--- src/rtl/raw10_pkg.sv ---
// Shared constants, types and helpers for the RAW10 pixel datapath.
//   RAW10_PIX_W  width of one RAW10 pixel
//   PIX_PER_GRP  pixels carried in one unpacked group
//   GRP_W        width of one group word
//   raw10_lane() selects pixel idx from a group; pixel 0 sits in the MSBs.
package raw10_pkg;

  localparam int unsigned RAW10_PIX_W = 10;
  localparam int unsigned PIX_PER_GRP = 4;
  localparam int unsigned GRP_W       = RAW10_PIX_W * PIX_PER_GRP;

  typedef logic [RAW10_PIX_W-1:0] pix_t;
  typedef logic [GRP_W-1:0]       grp_t;
  typedef logic [1:0]             lane_t;

  function automatic pix_t raw10_lane(input grp_t grp, input lane_t idx);
    return grp[GRP_W - 1 - RAW10_PIX_W * int'(idx) -: RAW10_PIX_W];
  endfunction

endpackage

--- src/rtl/raw10_grp_fifo.sv ---
// Synchronous FIFO holding whole pixel groups.
//   clk, rst_n  clock and asynchronous active-low reset
//   flush       synchronous empty; a push in the same cycle lands as the only entry
//   push/wdata  write side; caller guarantees !full or a same-cycle pop
//   pop/rdata   read side; rdata shows the head entry, pop only when !empty
//   full/empty  occupancy flags
// DEPTH must be a power of two so the pointers wrap naturally.
module raw10_grp_fifo #(
  parameter int unsigned WIDTH = 40,
  parameter int unsigned DEPTH = 4
) (
  input  logic             clk,
  input  logic             rst_n,
  input  logic             flush,
  input  logic             push,
  input  logic [WIDTH-1:0] wdata,
  input  logic             pop,
  output logic [WIDTH-1:0] rdata,
  output logic             full,
  output logic             empty
);

  localparam int unsigned AW = (DEPTH > 1) ? $clog2(DEPTH) : 1;

  logic [AW-1:0]    wptr_q, rptr_q;
  logic [AW:0]      cnt_q;
  logic [WIDTH-1:0] mem_q [DEPTH];
  logic [AW-1:0]    wr_idx;

  // After a flush the write pointer restarts at entry 0.
  assign wr_idx = flush ? '0 : wptr_q;

  always_ff @(posedge clk or negedge rst_n) begin
    if (!rst_n) begin
      wptr_q <= '0;
      rptr_q <= '0;
      cnt_q  <= '0;
    end else if (flush) begin
      rptr_q <= '0;
      wptr_q <= push ? AW'(1) : '0;
      cnt_q  <= push ? (AW+1)'(1) : '0;
    end else begin
      if (push) wptr_q <= wptr_q + AW'(1);
      if (pop)  rptr_q <= rptr_q + AW'(1);
      cnt_q <= cnt_q + (AW+1)'(push) - (AW+1)'(pop);
    end
  end

  // Storage needs no reset; occupancy is tracked by cnt_q.
  always_ff @(posedge clk) begin
    if (push) mem_q[wr_idx] <= wdata;
  end

  assign rdata = mem_q[rptr_q];
  assign full  = (cnt_q == (AW+1)'(DEPTH));
  assign empty = (cnt_q == '0);

endmodule

--- src/rtl/raw10_pixel_serializer.sv ---
// Serialises 4-pixel RAW10 groups into a tagged 10-bit pixel stream.
//   clk, rst_n      pixel clock, asynchronous active-low reset
//   frame_start_i   1-cycle pulse: flush everything, restart coordinates
//   grp_valid_i     group strobe (no backpressure upstream)
//   grp_data_i      [39:30]=pix0 (first out) .. [9:0]=pix3
//   pix_valid_o/pix_ready_i/pix_data_o   output pixel stream
//   pix_sof_o/pix_sol_o/pix_eol_o        frame/line markers
//   x_cnt_o, y_cnt_o                     coordinates of the current pixel
//   fifo_full_o     group FIFO holds FIFO_DEPTH groups
//   overflow_o      sticky: a group was dropped since reset/frame start
module raw10_pixel_serializer
  import raw10_pkg::*;
#(
  parameter int unsigned FIFO_DEPTH  = 4,
  parameter int unsigned LINE_PIXELS = 1280,
  parameter int unsigned CNT_W       = 12
) (
  input  logic             clk,
  input  logic             rst_n,
  input  logic             frame_start_i,
  input  logic             grp_valid_i,
  input  logic [39:0]      grp_data_i,
  output logic             pix_valid_o,
  input  logic             pix_ready_i,
  output logic [9:0]       pix_data_o,
  output logic             pix_sof_o,
  output logic             pix_sol_o,
  output logic             pix_eol_o,
  output logic [CNT_W-1:0] x_cnt_o,
  output logic [CNT_W-1:0] y_cnt_o,
  output logic             fifo_full_o,
  output logic             overflow_o
);

  localparam logic [CNT_W-1:0] X_LAST = CNT_W'(LINE_PIXELS - 1);

  grp_t             fifo_rdata;
  logic             fifo_full, fifo_empty, fifo_push, fifo_pop;
  logic             xfer, stage_free, drop;

  grp_t             grp_q;
  lane_t            lane_q;
  logic             valid_q;
  logic [CNT_W-1:0] x_q, y_q;
  logic             sof_pend_q;
  logic             ovf_q;

  assign xfer = valid_q & pix_ready_i;

  // Stage can take a new group when idle or when its last pixel leaves this cycle.
  assign stage_free = ~valid_q | (xfer & (lane_q == lane_t'(PIX_PER_GRP - 1)));
  assign fifo_pop   = ~frame_start_i & ~fifo_empty & stage_free;

  // A full FIFO still accepts when it pops in the same cycle; a flush always frees room.
  assign fifo_push  = grp_valid_i & (frame_start_i | ~fifo_full | fifo_pop);
  assign drop       = grp_valid_i & ~fifo_push;

  raw10_grp_fifo #(
    .WIDTH (GRP_W),
    .DEPTH (FIFO_DEPTH)
  ) u_fifo (
    .clk   (clk),
    .rst_n (rst_n),
    .flush (frame_start_i),
    .push  (fifo_push),
    .wdata (grp_data_i),
    .pop   (fifo_pop),
    .rdata (fifo_rdata),
    .full  (fifo_full),
    .empty (fifo_empty)
  );

  always_ff @(posedge clk or negedge rst_n) begin
    if (!rst_n) begin
      grp_q      <= '0;
      lane_q     <= '0;
      valid_q    <= 1'b0;
      x_q        <= '0;
      y_q        <= '0;
      sof_pend_q <= 1'b1;
      ovf_q      <= 1'b0;
    end else if (frame_start_i) begin
      // Partial line is discarded; the stage stays idle until the flushed FIFO refills.
      lane_q     <= '0;
      valid_q    <= 1'b0;
      x_q        <= '0;
      y_q        <= '0;
      sof_pend_q <= 1'b1;
      ovf_q      <= 1'b0;
    end else begin
      if (fifo_pop) begin
        grp_q   <= fifo_rdata;
        lane_q  <= '0;
        valid_q <= 1'b1;
      end else if (xfer) begin
        if (lane_q == lane_t'(PIX_PER_GRP - 1)) valid_q <= 1'b0;
        else                                    lane_q  <= lane_q + 2'd1;
      end

      if (xfer) begin
        sof_pend_q <= 1'b0;
        if (x_q == X_LAST) begin
          x_q <= '0;
          y_q <= y_q + CNT_W'(1);
        end else begin
          x_q <= x_q + CNT_W'(1);
        end
      end

      if (drop) ovf_q <= 1'b1;
    end
  end

  assign pix_valid_o = valid_q;
  assign pix_data_o  = raw10_lane(grp_q, lane_q);
  assign pix_sof_o   = sof_pend_q & valid_q;
  assign pix_sol_o   = (x_q == '0);
  assign pix_eol_o   = (x_q == X_LAST);
  assign x_cnt_o     = x_q;
  assign y_cnt_o     = y_q;
  assign fifo_full_o = fifo_full;
  assign overflow_o  = ovf_q;

endmodule

--- config.mk ---
export PLATFORM = sky130hd
export DESIGN_NAME = raw10_pixel_serializer
export DESIGN_NICKNAME = d
export VERILOG_FILES = /design/src/rtl/raw10_pkg.sv /design/src/rtl/raw10_grp_fifo.sv /design/src/rtl/raw10_pixel_serializer.sv
export SDC_FILE = /design/constraint.sdc
export NUM_CORES = 1
export LEC_CHECK = 0
export ABC_AREA = 1
export BUFFER_PORTS_ARGS = -buffer_cell sky130_fd_sc_hd__buf_4
export CAP_MARGIN = 20
export CORE_ASPECT_RATIO = 1.1
export CORE_UTILIZATION = 40
export CTS_BUF_LIST = sky130_fd_sc_hd__clkbuf_4 sky130_fd_sc_hd__clkbuf_8 sky130_fd_sc_hd__clkbuf_16
export DETAILED_ROUTE_END_ITERATION = 6
export PLACE_DENSITY = 0.56
export RECOVER_POWER = 25
export SYNTH_ARGS = -nofsm -noshare
export SYNTH_HDL_FRONTEND = slang
export SYNTH_SLANG_ARGS = --single-unit
--- constraint.sdc ---
create_clock -name clk -period 6.8 [get_ports clk]
set_clock_uncertainty 0.05 [all_clocks]
set_input_delay 0.68 -clock clk [delete_from_list [all_inputs] [get_ports clk]]
set_output_delay 0.68 -clock clk [all_outputs]
set_load 0.05 [all_outputs]
==> flow_summary.ini <==
[logic_synthesis]
synth.net_count = 1126
netlist_instances = 1073
ys_ff_latch = 236
synth_area_mm2 = 0.0106
ys_types = 44
synth_fa_ha_area_share_pct = 1.01
synth_compound_area_share_pct = 11.4
synthArstFlopShare_pct = 32.2
yosys_warnings = 0
seq_area_frac_synth_pct = 63.0
avgSynthCellArea_um2 = 9.92
synth_simple_gate_area_share_pct = 19.0
synth_ff_type = edfxtp_1
synth_mux_area_share_pct = 0
yosys.area_share.xor_xnor_pct = 0.741
synth_top_family_by_area = simple AND/OR/NAND/NOR gates
synth_edf_count = 160

[finish]
synthToLayoutAreaGrowth_pct = 15.7
mostFrequentLayoutCells = 265 x nand2_1, 160 x edfxtp_1, 130 x o21ai_0, 122 x nor2_1, 74 x dfrtp_1
diodes = 0
layout.cells.most_common = nand2_1
fill_cells = 2498
drive_gt1_share_pct = 11.2
fin_area_mm2 = 0.0123
fin_nets = 1198

[power_and_ir_drop]
p_int_uw = 2980
pwr-share-seq_pct = 40.0
power_density_mw_per_mm2 = 382
p_sw_share_pct = 36.5
peakVddDrop_uv = 170
comb_power_share_pct = 30.4
p_leak_uw = 0.00492
pwr-share-clk_pct = 29.5
p_switching_uw = 1720

[detailed_routing]
dr.pass1.iters = 5
vias_per_cell = 5.17
avgRoutedWirePerCell_um = 17.1
wl_met3_um = 1390
met1_length_um = 12300
drc = 0
top_layer_used = met4
routed_wl_um = 26000
vias = 7842
drtIter0Drc = 633
antenna_left = 0
met2_length_um = 11900

[grt]
grt_first_pass_wirelength_um = 40800
grt_pass1_vias = 7423
overflow = 0
grt_util_all_layers_pct = 19.3
antenna_found_initial = 0
grt_max_degree = 82

[floorplanning]
core_area_mm2 = 0.0261
die_x_um = 158
dieArea_mm2 = 0.0273
io_pins = 85
start_util_pct = 40.7
die_y_um = 173
rows = 62

[setup_path]
cp_max_fo = 29
crit_top_cell = nand2_1
start_kind = flip-flop
path_buf_inv = 4
crit_slowest_cell = dfrtp_1
crit_arrival_ns = 3.68
path_class = reg2out
crit_chain = inv_2 > ha_1 > inv_1 > nand2_1 > nor2_1 > nand3_1 > nand2_1 > inv_1 > nand2_1 > buf_4
crit_family = flip-flops
cp.required_ns = 6.07
worstSetupEndpointType = primary output
critPathMaxStageDelay_ns = 0.96

[timing]
hold_viol = 0
fin_setup_tns_ns = 0
setup_viol = 0
rsz0062_at_grt = false
final.period_utilization_pct = 64.8
max_freq_ghz = 0.227
maxSlewViolCount = 0
period_needed_ns = 4.41
slew_headroom_pct = 36.8
worst_pin_slew_ns = 0.948

[placed_design]
placed_cell_area_mm2 = 0.0116
place_congestion = 0.956
io_buffers = 84
hpwlAfterDp_um = 16200

[min_path]
hold_class = in2reg

[clock_tree]
clock-sinks = 236
clock_path_buffers = 3
cts_tree = done
cts_setup_buffers = 0
cts-resized-gates = 0
cts_max_level = 1
clkSlewWorstSetupHoldPaths_ns = 0.06
clock_latency_ns = 0.52
cts_buffers = 26
root_buffer = clkbuf_16

[run]
maxCapViolCount = 0

[status]
outcome = finished, final reports clean
state kept, by name, indices dropped and copies added (netlist names):
| register | count |
|---|---|
| x_cnt_o | 12 |
| y_cnt_o | 12 |
| overflow_o | 1 |
| grp_q | 40 |
| u_fifo.rptr_q | 2 |
| u_fifo.cnt_q | 3 |
| lane_q | 2 |
| sof_pend_q | 1 |
| u_fifo.wptr_q | 2 |
| u_fifo.mem_q | 160 |
| pix_valid_o | 1 |
power by group through the flow:
stage / clock [uW] / sequential, uW / combinational, uW
6_report: 1390 / 1880 / 1430
4_1_cts: 1420 / 1880 / 1450
5_1_grt: 1480 / 1900 / 1590
3_3_place_gp: 0 / 1900 / 1440
3_5_place_dp: 0 / 1910 / 1440
2_1_floorplan: 0 / 1870 / 1020
stage by stage:
step                power [uW]  setup WS (ns)  util (%)  instances  hold WS, ns
CTS                       4750           2.48      47.5       1515        0.288
global placement          3340           3.12      44.2       1467        0.402
floorplan                 2890           1.41         -       1073        0.334
finish                    4700           2.39      47.1       1517        0.322
detailed placement        3350           3.05      44.2       1467        0.408
global route              4980           2.11      47.1       1517        0.313
repair_timing:
| action | 4_1_cts | 5_1_grt |
|---|---|---|
| hold buffers | 0 | 1 |
| endpoints found under the setup margin | 0 | 0 |
| endpoints found under the hold margin | 0 | 15 |
path summary, 6_finish.rpt:
check                                from                   to  slack, ns  depth (start not counted)
max                             lane_q[1]        pix_data_o[1]       2.39                         10
min                        grp_data_i[30]  u_fifo.mem_q[3][30]       0.32                          1
max reg2reg                     lane_q[1]      u_fifo.cnt_q[2]       3.50                         11
min reg2reg                    sof_pend_q           sof_pend_q       0.42                          2
max in group asynchronous           rst_n             grp_q[3]       5.57                          3
min in group asynchronous           rst_n           y_cnt_o[4]       0.53                          2
cell usage after synthesis (3+ instances only):
cell type	count	share of area, %
o21ai_0	130	6.1
buf_2	19	0.89
xnor2_1	3	0.25
o211ai_1	7	0.49
o21ai_2	5	0.41
buf_4	6	0.42
inv_2	3	0.11
o22ai_1	42	2.5
o21ai_1	3	0.14
clkbuf_1	25	0.88
nor3_1	7	0.33
inv_1	58	2.0
inv_4	3	0.18
nand2_1	265	9.3
nor2_1	123	4.3
ha_1	7	0.82
edfxtp_1	160	45
dfrtp_1	75	18
a21oi_1	20	0.94
xor2_1	6	0.49
nand4_1	3	0.18
nand3_1	70	3.3
layout make-up:
| class | instances | area, um2 | area share, % |
|---|---|---|---|
| well taps | 352 | 440 | 3.58 |
| repair buffers | 96 | 601 | 4.88 |
| inverters | 65 | 251 | 2.04 |
| flip-flops and latches | 236 | 6710 | 54.5 |
| clock inverters | 14 | 118 | 0.956 |
| multi-input cells | 720 | 3450 | 28.0 |
| clock buffers | 34 | 741 | 6.02 |
per-layer routing:
| layer | global-route usage, % | up-vias |
|---|---|---|
| li1 | - | 3825 |
| met1 | 29.0 | 3785 |
| met2 | 29.5 | 203 |
| met3 | 2.73 | 29 |
| met4 | 4.73 | 0 |
| met5 | 0 | - |
cell families (layout without fill, tap and decap cells):
family / after synthesis / count (layout)
fa+ha+maj: 8 / 8
xor+xnor: 9 / 9
buf+inv: 117 / 209
flops: 236 / 236
simple gates: 486 / 486
compound gates: 217 / 217
Note: power is estimated with default switching activity, not from simulation.
